## src/rtl/delay_line_ctrl.sv

```systemverilog
`default_nettype none
//------------------------------------------------------------------------------
// Module   : delay_line_ctrl
// Purpose  : Programmable sample delay line controller. Sits in front of an
//            external synchronous FIFO (no reset of its own) and keeps the
//            FIFO occupancy equal to the requested delay, so every emitted
//            sample is the input sample from d_eff strobes earlier.
//            After reset the FIFO is flushed of stale words before any
//            samples are accepted.
// Revision : 1.0 - initial release
//------------------------------------------------------------------------------
// Ports
//   clk              in   1      clock, rising edge
//   rst_n            in   1      synchronous reset, active low
//   i_in_valid       in   1      one-cycle sample strobe (min spacing 2 cycles)
//   i_in_data        in   WIDTH  sample, valid with i_in_valid
//   i_delay          in   CNT_W  requested delay in samples (clamped to DEPTH-1)
//   o_out_valid      out  1      one-cycle strobe, delayed sample on o_out_data
//   o_out_data       out  WIDTH  delayed sample, held until next o_out_valid
//   o_level          out  CNT_W  tracked FIFO occupancy
//   o_state          out  3      FSM state (debug)
//   o_err            out  1      sticky FIFO misuse flag
//   o_fifo_data_in   out  WIDTH  to FIFO data_in
//   o_fifo_wr_en     out  1      to FIFO wr_en
//   o_fifo_rd_en     out  1      to FIFO rd_en
//   i_fifo_data_out  in   WIDTH  from FIFO, valid the cycle after a read edge
//   i_fifo_empty     in   1      from FIFO
//   i_fifo_full      in   1      from FIFO
//------------------------------------------------------------------------------
module delay_line_ctrl #(
  parameter int WIDTH = 8,
  parameter int DEPTH = 10,
  parameter int CNT_W = 4
) (
  input  logic             clk,
  input  logic             rst_n,
  input  logic             i_in_valid,
  input  logic [WIDTH-1:0] i_in_data,
  input  logic [CNT_W-1:0] i_delay,
  output logic             o_out_valid,
  output logic [WIDTH-1:0] o_out_data,
  output logic [CNT_W-1:0] o_level,
  output logic [2:0]       o_state,
  output logic             o_err,
  output logic [WIDTH-1:0] o_fifo_data_in,
  output logic             o_fifo_wr_en,
  output logic             o_fifo_rd_en,
  input  logic [WIDTH-1:0] i_fifo_data_out,
  input  logic             i_fifo_empty,
  input  logic             i_fifo_full
);

  typedef enum logic [2:0] {
    ST_FLUSH  = 3'd0,
    ST_BYPASS = 3'd1,
    ST_FILL   = 3'd2,
    ST_RUN    = 3'd3,
    ST_DRAIN  = 3'd4
  } state_t;

  localparam logic [CNT_W-1:0] c_MAX_DELAY = CNT_W'(DEPTH - 1);
  localparam logic [CNT_W-1:0] c_ONE       = CNT_W'(1);

  state_t             r_state;
  logic [CNT_W-1:0]   r_level;
  logic [CNT_W-1:0]   r_d_eff;
  logic               r_out_valid;
  logic [WIDTH-1:0]   r_out_data;
  logic               r_emit_fifo;
  logic               r_err;

  logic [CNT_W-1:0]   w_d_eff_next;
  logic [CNT_W-1:0]   w_level_next;
  state_t             w_state_next;
  logic               w_wr_en;
  logic               w_rd_en;
  logic               w_emit_fifo;
  logic               w_bypass;

  assign w_d_eff_next = (i_delay > c_MAX_DELAY) ? c_MAX_DELAY : i_delay;

  //--------------------------------------------------------------------------
  // FIFO strobes and occupancy update. Everything is gated by rst_n so the
  // FIFO is left untouched while reset is asserted, whatever the state
  // register held before reset was sampled.
  //--------------------------------------------------------------------------
  always_comb begin
    w_wr_en      = 1'b0;
    w_rd_en      = 1'b0;
    w_emit_fifo  = 1'b0;
    w_bypass     = 1'b0;
    w_level_next = r_level;
    w_state_next = r_state;

    if (rst_n) begin
      case (r_state)
        ST_FLUSH: begin
          // stale words are read out and discarded; strobes are dropped
          w_rd_en = !i_fifo_empty;
        end
        ST_BYPASS: begin
          w_bypass = i_in_valid;
        end
        ST_FILL: begin
          if (i_in_valid) begin
            w_wr_en      = 1'b1;
            w_level_next = r_level + c_ONE;
          end
        end
        ST_RUN: begin
          if (i_in_valid) begin
            w_wr_en     = 1'b1;
            w_rd_en     = 1'b1;
            w_emit_fifo = 1'b1;
          end
        end
        ST_DRAIN: begin
          if (i_in_valid) begin
            w_wr_en     = 1'b1;
            w_rd_en     = 1'b1;
            w_emit_fifo = 1'b1;
          end else begin
            // idle cycle: shed one surplus word
            w_rd_en      = 1'b1;
            w_level_next = r_level - c_ONE;
          end
        end
        default: begin
          w_state_next = ST_FLUSH;
        end
      endcase

      // The next state is classified against the d_eff value that will be
      // registered on this same edge, so state, level and d_eff always agree
      // in the following cycle and the per-state actions above stay valid.
      if (r_state == ST_FLUSH) begin
        if (i_fifo_empty) begin
          w_state_next = (w_d_eff_next == '0) ? ST_BYPASS : ST_FILL;
        end
      end else if (r_state inside {ST_BYPASS, ST_FILL, ST_RUN, ST_DRAIN}) begin
        if (w_level_next == w_d_eff_next) begin
          w_state_next = (w_d_eff_next == '0) ? ST_BYPASS : ST_RUN;
        end else if (w_level_next < w_d_eff_next) begin
          w_state_next = ST_FILL;
        end else begin
          w_state_next = ST_DRAIN;
        end
      end
    end
  end

  //--------------------------------------------------------------------------
  // State and registered outputs
  //--------------------------------------------------------------------------
  always_ff @(posedge clk) begin
    if (!rst_n) begin
      r_state     <= ST_FLUSH;
      r_level     <= '0;
      r_d_eff     <= '0;
      r_out_valid <= 1'b0;
      r_out_data  <= '0;
      r_emit_fifo <= 1'b0;
      r_err       <= 1'b0;
    end else begin
      r_state     <= w_state_next;
      r_level     <= w_level_next;
      r_d_eff     <= w_d_eff_next;
      r_out_valid <= w_bypass | w_emit_fifo;
      r_emit_fifo <= w_emit_fifo;

      // Bypass samples are captured directly. FIFO samples only appear on
      // i_fifo_data_out during the out_valid cycle, so they are captured at
      // the end of it and held from then on, independent of later discard
      // reads that change the FIFO output.
      if (w_bypass) begin
        r_out_data <= i_in_data;
      end else if (r_emit_fifo) begin
        r_out_data <= i_fifo_data_out;
      end

      if ((w_wr_en && i_fifo_full) || (w_rd_en && i_fifo_empty)) begin
        r_err <= 1'b1;
      end
    end
  end

  // During the out_valid cycle of a FIFO-sourced sample the data is passed
  // straight from the FIFO output; this is what gives one-cycle latency.
  assign o_out_data     = r_emit_fifo ? i_fifo_data_out : r_out_data;
  assign o_out_valid    = r_out_valid;
  assign o_level        = r_level;
  assign o_state        = r_state;
  assign o_err          = r_err;
  assign o_fifo_data_in = i_in_data;
  assign o_fifo_wr_en   = w_wr_en;
  assign o_fifo_rd_en   = w_rd_en;

endmodule
`default_nettype wire

```

## config.mk

```make
export PLATFORM = sky130hd
export DESIGN_NAME = delay_line_ctrl
export DESIGN_NICKNAME = d
export VERILOG_FILES = /design/src/rtl/delay_line_ctrl.sv
export SDC_FILE = /design/constraint.sdc
export NUM_CORES = 1
export LEC_CHECK = 0
export ABC_AREA = 1
export CORE_MARGIN = 3
export CORE_UTILIZATION = 45
export DETAILED_ROUTE_END_ITERATION = 8
export PLACE_DENSITY = 0.87
export SYNTH_ARGS = -nofsm -noshare
export SYNTH_HDL_FRONTEND = slang
export SYNTH_SLANG_ARGS = --single-unit
```

## constraint.sdc

```tcl
create_clock -name clk -period 4.3 [get_ports clk]
set_input_delay 0.86 -clock clk [delete_from_list [all_inputs] [get_ports clk]]
set_output_delay 0.86 -clock clk [all_outputs]
set_load 0.01 [all_outputs]
```

==> reports/results.ini, run 1 <==
[final_layout]
fin_area_mm2=0.00170
drive_gt1_share_pct=10.5
final_common_cell=clkdlybuf4s50_1
mostFrequentLayoutCells=clkdlybuf4s50_1, nand2_1, nor2_1, inv_1, dfxtp_1
syn_to_final_growth_pct=41.7
final_nets=253
n_antenna_cell=0

[sta]
fin_tns_setup_ns=0
fmax_ghz=0.292
fin_skew_ns=0.00908
slew_headroom_pct=74.0
rsz0062_at_grt=no
period_minus_slack_ns=3.43
worst_slew_pin_slew_ns=0.388
drv_slew=0
fin_crit_sh_pct=79.7
finalHoldViolations=0
setup_viol=0

[logic_synthesis]
synth_xor_area_share_pct=0
synthFlopType=dfxtp_1
netlist_top_cells_area=dfxtp_1, nand2_1, nor2_1
synth.avg_cell_area_um2=6.83
synth.area.mux_share_pct=7.49
synth-seq-area-share_pct=30.0
synth_compound_area_share_pct=12.0
synthAdderAreaFrac_pct=6.24
synthArstFlopShare_pct=0
synth_cell_types=25
yosysWarnings=0
synthCells=176
synth-simple-area-share_pct=30.7
ys_ff_latch=18
yosys.area.top_type_share_pct=30.0
synth_top_family_by_area=simple AND/OR/NAND/NOR gates
synth_edf_count=0
synth_area_mm2=0.00120
synth_top_cell_by_area=dfxtp_1
synth.net_count=207

[worst_setup_path]
cp_top_family=buffers and inverters
crit_fanout=12
crit_type=in2out
crit_slowest_cell=clkdlybuf4s50_1
cp-end-kind=primary output
path_cells=clkdlybuf4s50_1 > nand2_1 > inv_1 > nand2_1 > o21ai_2 > clkdlybuf4s50_1
critPathBufInv=3
timing.rr.start=o_level[1]
worstRegToRegCells=12
crit_required_ns=3.44
cp-start-kind=input port
rrSetupSlack_ns=2.28
slowest_delay_ns=0.70
reg2reg_to=o_state[1]
cp.arrival_ns=2.57

[grt]
overflow=0
grt_pass1_vias=1046
grt_pass1_wl_um=4510
grt_usage_pct=16.8
antenna_found_initial=0
grt_max_degree=13

[clocking]
cts-root-buf=clkbuf_4
cts_tree=built
clock-sinks=18
clockBufferDepth=2
cts_setup_buffers=0
postCtsHoldBufs=0
cts_made_buffers=3
worstSkewPairLatency_ns=0.29
cts_max_level=1
cts_resized=0
path_clk_slew_ns=0.10

[floorplan]
rows=18
start_util_pct=48.1
fp.dieW_um=57.7
ios=52
dieArea_mm2=0.00333
die_y_um=57.7
core_area_mm2=0.00250

[detailed_routing]
drtAntennaViolNets=0
drc=0
first_pass_iters=4
routed_wl_um=2800
routedWlPerCell_um=11.2
first_iter_violations=29
via_per_inst=4.81
vias=1202

[placed_design]
gp_congestion=0.872
dp_hpwl_um=2240
postPlaceCellArea_mm2=0.00168
portBuffers=51

[power]
p_leak_nw=0.782
power_density_mw_per_mm2=461
ir_drop_mv=0.368

[worst_hold_path]
hold_depth=3
hold-path-endpoint=r_out_data[5]
hold_start=r_out_data[5]
holdCritPathClass=reg2reg

[status]
status=complete, no violations

[job]
drv_cap=0

## cell type report
cell class / count / area, um2
Clock buffer: 3 / 22.5
Fill cell: 199 / 796
Inverter: 25 / 95.1
Multi-Input combinational cell: 123 / 678
Sequential cell: 18 / 360
Tap cell: 30 / 37.5
Timing Repair Buffer: 51 / 510
## metal layers
| metal | track usage, % | part of all wire (%) | up-vias | routed length, um |
|---|---|---|---|---|
| li1 | - | - | 656 | - |
| met1 | 22.9 | 48 | 513 | 1330 |
| met2 | 26.9 | 47 | 31 | 1320 |
| met3 | 4.90 | 4.6 | 2 | 130 |
| met4 | 2.98 | 0.54 | 0 | 15 |
| met5 | 0 | 0 | - | 0 |
## cells in the mapped netlist, types with 2 or more instances
cell / number
nand3_2: 2
a21oi_1: 5
o21a_1: 2
nand2_1: 30
ha_1: 6
inv_1: 23
nand3_1: 13
nor2_2: 4
mux2_2: 8
nand2_2: 2
buf_4: 8
nor3_1: 2
dfxtp_1: 18
o21ai_0: 15
nor2_1: 28
## sequential cells by signal, indices dropped and copies added (netlist names)
name / count
o_err: 1
o_level: 4
o_out_valid: 1
o_state: 3
r_emit_fifo: 1
r_out_data: 8
## kinds of logic after synthesis
logic type      count (synthesis)
flops                          18
simple gates                   83
fa+ha+maj                       6
compound gates                 26
mux                             8
buf+inv                        35
## worst register-to-register path: cells and delay by family (launching register included)
kind | cells | cell delay [ns]
adders and majority gates | 2 | 0.60
and+or+nand+nor | 5 | 0.35
DFF | 1 | 0.47
buffers and inverters | 2 | 0.13
AOI/OAI and AO/OA | 3 | 0.36
## power breakdown
group | internal, W | switching, W | leakage (nW) | total (W)
logic | 0.000215 | 0.000251 | 0.622 | 0.000466
registers | 0.000197 | 0.0000409 | 0.146 | 0.000238
clock network | 0.0000326 | 0.0000493 | 0.0138 | 0.0000819
total | 0.000445 | 0.000341 | 0.782 | 0.000786
## through the flow
| step | total power, W | util [%] | setup WS, ns | hold WS (ns) | std cells |
|---|---|---|---|---|---|
| final | 0.000786 | 68.2 | 0.871 | 0.593 | 250 |
| after global routing | 0.000864 | 68.2 | 0.738 | 0.622 | 250 |
| after CTS | 0.000790 | 68.2 | 0.870 | 0.597 | 250 |
| after detailed placement | 0.000706 | 67.3 | 0.877 | 0.569 | 247 |
| after global placement | 0.000700 | 67.3 | 0.897 | 0.562 | 247 |
| after floorplan | 0.000548 | - | 2.21 | 0.581 | 176 |
## worst max-delay path by stage
stage,slack (ns),depth (start not counted),endpoint,startpoint
2_1_floorplan,2.21,12,o_state[1],i_in_valid
3_3_place_gp,0.90,6,o_fifo_rd_en,rst_n
3_5_place_dp,0.88,6,o_fifo_rd_en,rst_n
4_1_cts,0.87,6,o_fifo_rd_en,rst_n
5_1_grt,0.74,6,o_fifo_rd_en,rst_n
6_report,0.87,6,o_fifo_rd_en,rst_n
Note: power is estimated with default switching activity, not from simulation.
==> run 2: changes to the inputs <==
--- a/config.mk
+++ b/config.mk
@@ -7,9 +7,9 @@
 export LEC_CHECK = 0
 export ABC_AREA = 1
 export CORE_MARGIN = 3
-export CORE_UTILIZATION = 45
+export CORE_UTILIZATION = 38
 export DETAILED_ROUTE_END_ITERATION = 8
-export PLACE_DENSITY = 0.87
+export PLACE_DENSITY = 0.78
 export SYNTH_ARGS = -nofsm -noshare
 export SYNTH_HDL_FRONTEND = slang
 export SYNTH_SLANG_ARGS = --single-unit
==> constraint.sdc (replaced) <==
create_clock -name clk -period 2.9 [get_ports clk]
set_input_delay 0.58 -clock clk [delete_from_list [all_inputs] [get_ports clk]]
set_output_delay 0.58 -clock clk [all_outputs]
set_load 0.01 [all_outputs]
==> reports/results.ini, run 2 (synthesized netlist as in run 1, its figures left out) <==
[power]
p_leak_nw=0.799  ; +2.1%
internal_power_w=0.000690  ; +55%
power_frac_seq_pct=29.4  ; -0.9 points
switching_share_pct=42.3  ; -1.1 points
power_density_mw_per_mm2=684  ; +48%
comb_power_share_pct=57.7  ; -1.6 points
power_switching_w=0.000506  ; +48%
clkPwrFrac_pct=12.9  ; +2.5 points
ir_drop_mv=0.378  ; +2.7%

[sta]
rsz0062_at_grt=no
fin_skew_ns=0.0143  ; +0.00522 ns
slew_headroom_pct=76.0  ; +2.0 points
fin_tns_setup_ns=0  ; unchanged
finalHoldViolations=0  ; unchanged
setup_viol=0  ; unchanged
fin_crit_sh_pct=93.3
fmax_ghz=0.370
worst_slew_pin_slew_ns=0.359  ; -0.0290 ns
period_minus_slack_ns=2.71
drv_slew=0  ; unchanged

[floorplan]
start_util_pct=41.8  ; -6.3 points
rows=19  ; +1
die_y_um=62.3  ; +7.9%
fp.dieW_um=62.3  ; +7.9%
ios=52  ; unchanged
core_area_mm2=0.00288  ; +15%
dieArea_mm2=0.00388  ; +16%

[clocking]
cts_tree=built
cts_setup_buffers=0  ; unchanged
cts_made_buffers=3  ; unchanged
postCtsHoldBufs=0  ; unchanged
cts_resized=0  ; unchanged
path_clk_slew_ns=0.11  ; about the same
clock-sinks=18  ; unchanged
clockBufferDepth=2  ; unchanged
worstSkewPairLatency_ns=0.30  ; about the same
cts-root-buf=clkbuf_4
cts_max_level=1  ; unchanged

[detailed_routing]
first_iter_violations=74  ; +160%
routed_wl_um=2870  ; +2.8%
routedWlPerCell_um=10.8  ; -3.0%
via_per_inst=4.50  ; -6.4%
drtAntennaViolNets=0  ; unchanged
first_pass_iters=4  ; unchanged
drc=0  ; unchanged
vias=1192  ; -0.83%

[placed_design]
dp_hpwl_um=2350  ; +4.7%
gp_congestion=0.830  ; -4.8%
portBuffers=51  ; unchanged

[final_layout]
largest_reg_flops=8  ; unchanged
syn_to_final_growth_pct=45.4
largest_register=r_out_data
final_common_cell=clkdlybuf4s50_1
mostFrequentLayoutCells=clkdlybuf4s50_1, nand2_1, nor2_1, inv_1, dfxtp_1
final_nets=255  ; +0.79%
n_antenna_cell=0  ; unchanged
drive_gt1_share_pct=11.7  ; +1.2 points
final_core_util_pct=60.8  ; -7.4 points

[status]
status=complete, no violations

[grt]
grt_max_degree=11  ; -2
overflow=0  ; unchanged
grt_usage_pct=14.7  ; -2.1 points
grt_pass1_vias=1066  ; +1.9%
grt_pass1_wl_um=4790  ; +6.1%
antenna_found_initial=0  ; unchanged

[worst_setup_path]
worstRegToRegCells=12  ; unchanged
path_cells=clkdlybuf4s50_1 > nand2_1 > inv_1 > nand2_1 > o21ai_2 > clkdlybuf4s50_1
crit_fanout=5  ; -7
crit_slowest_cell=clkdlybuf4s50_1
rrSetupSlack_ns=0.85  ; -1.43 ns
cp-start-kind=input port
slowest_delay_ns=0.57  ; -0.13 ns
crit_required_ns=2.32  ; -1.12 ns
crit_type=in2out
cp-end-kind=primary output
timing.rr.start=o_level[1]
reg2reg_to=o_state[1]
cp.arrival_ns=2.13  ; -0.44 ns

[worst_hold_path]
holdCritPathClass=reg2reg
hold_depth=4  ; +1
hold_start=o_err
hold-path-endpoint=o_err

[job]
drv_cap=0  ; unchanged

## run 2: cell types whose count changed in the layout (fill, tap and decap cells not counted)
cell	before	now
clkbuf_8	0	1
buf_4	0	2
## run 2: worst max-delay path by stage
| stage | cells after the start | from | slack [ns] | to |
|---|---|---|---|---|
| floorplan | 12 | o_level[1] | 1.00 | o_state[1] |
| detailed placement | 6 | rst_n | 0.22 | o_fifo_rd_en |
| CTS | 6 | rst_n | 0.20 | o_fifo_rd_en |
| global placement | 15 | i_in_valid | 0.23 | o_state[1] |
| finish | 6 | rst_n | 0.19 | o_fifo_rd_en |
| global route | 6 | rst_n | 0.08 | o_fifo_rd_en |
## run 2: layout make-up
cell class	instances	area, um2
fillers	255	1130
multi-input cells	123	678
repair buffers	53	526
flip-flops and latches	18	360
inverters	25	95.1
well taps	42	52.6
clock buffers	4	36.3
## run 2: metal layers
layer	global-route usage (%)	up-vias	wire length [um]
met5	0	-	0
met4	4.13	0	28
met3	3.42	5	122
met2	24.7	25	1350
met1	18.8	512	1380
li1	-	650	-
## run 2: power by group through the flow
stage / clock (W) / sequential (W) / combinational (W)
final: 0.000154 / 0.000352 / 0.000690
after global routing: 0.000171 / 0.000363 / 0.000785
after CTS: 0.000162 / 0.000353 / 0.000695
after detailed placement: 0 / 0.000359 / 0.000691
after global placement: 0 / 0.000359 / 0.000684
after floorplan: 0 / 0.000359 / 0.000453
## run 2: stage by stage
step	hold WS [ns]	total power (W)	std cells	worst slack, ns	area (um2)
floorplan	0.581	0.000812	176	1.00	1200
global placement	0.557	0.00104	261	0.228	1710
detailed placement	0.549	0.00105	261	0.217	1710
CTS	0.594	0.00121	265	0.202	1750
global route	0.628	0.00132	265	0.0780	1750
finish	0.585	0.00120	265	0.194	1750
## run 2: worst max-delay path: cells and delay by family
kind	cells	cell delay, ns
buf+inv	3	1.24
compound gates	1	0.07
simple gates	2	0.23
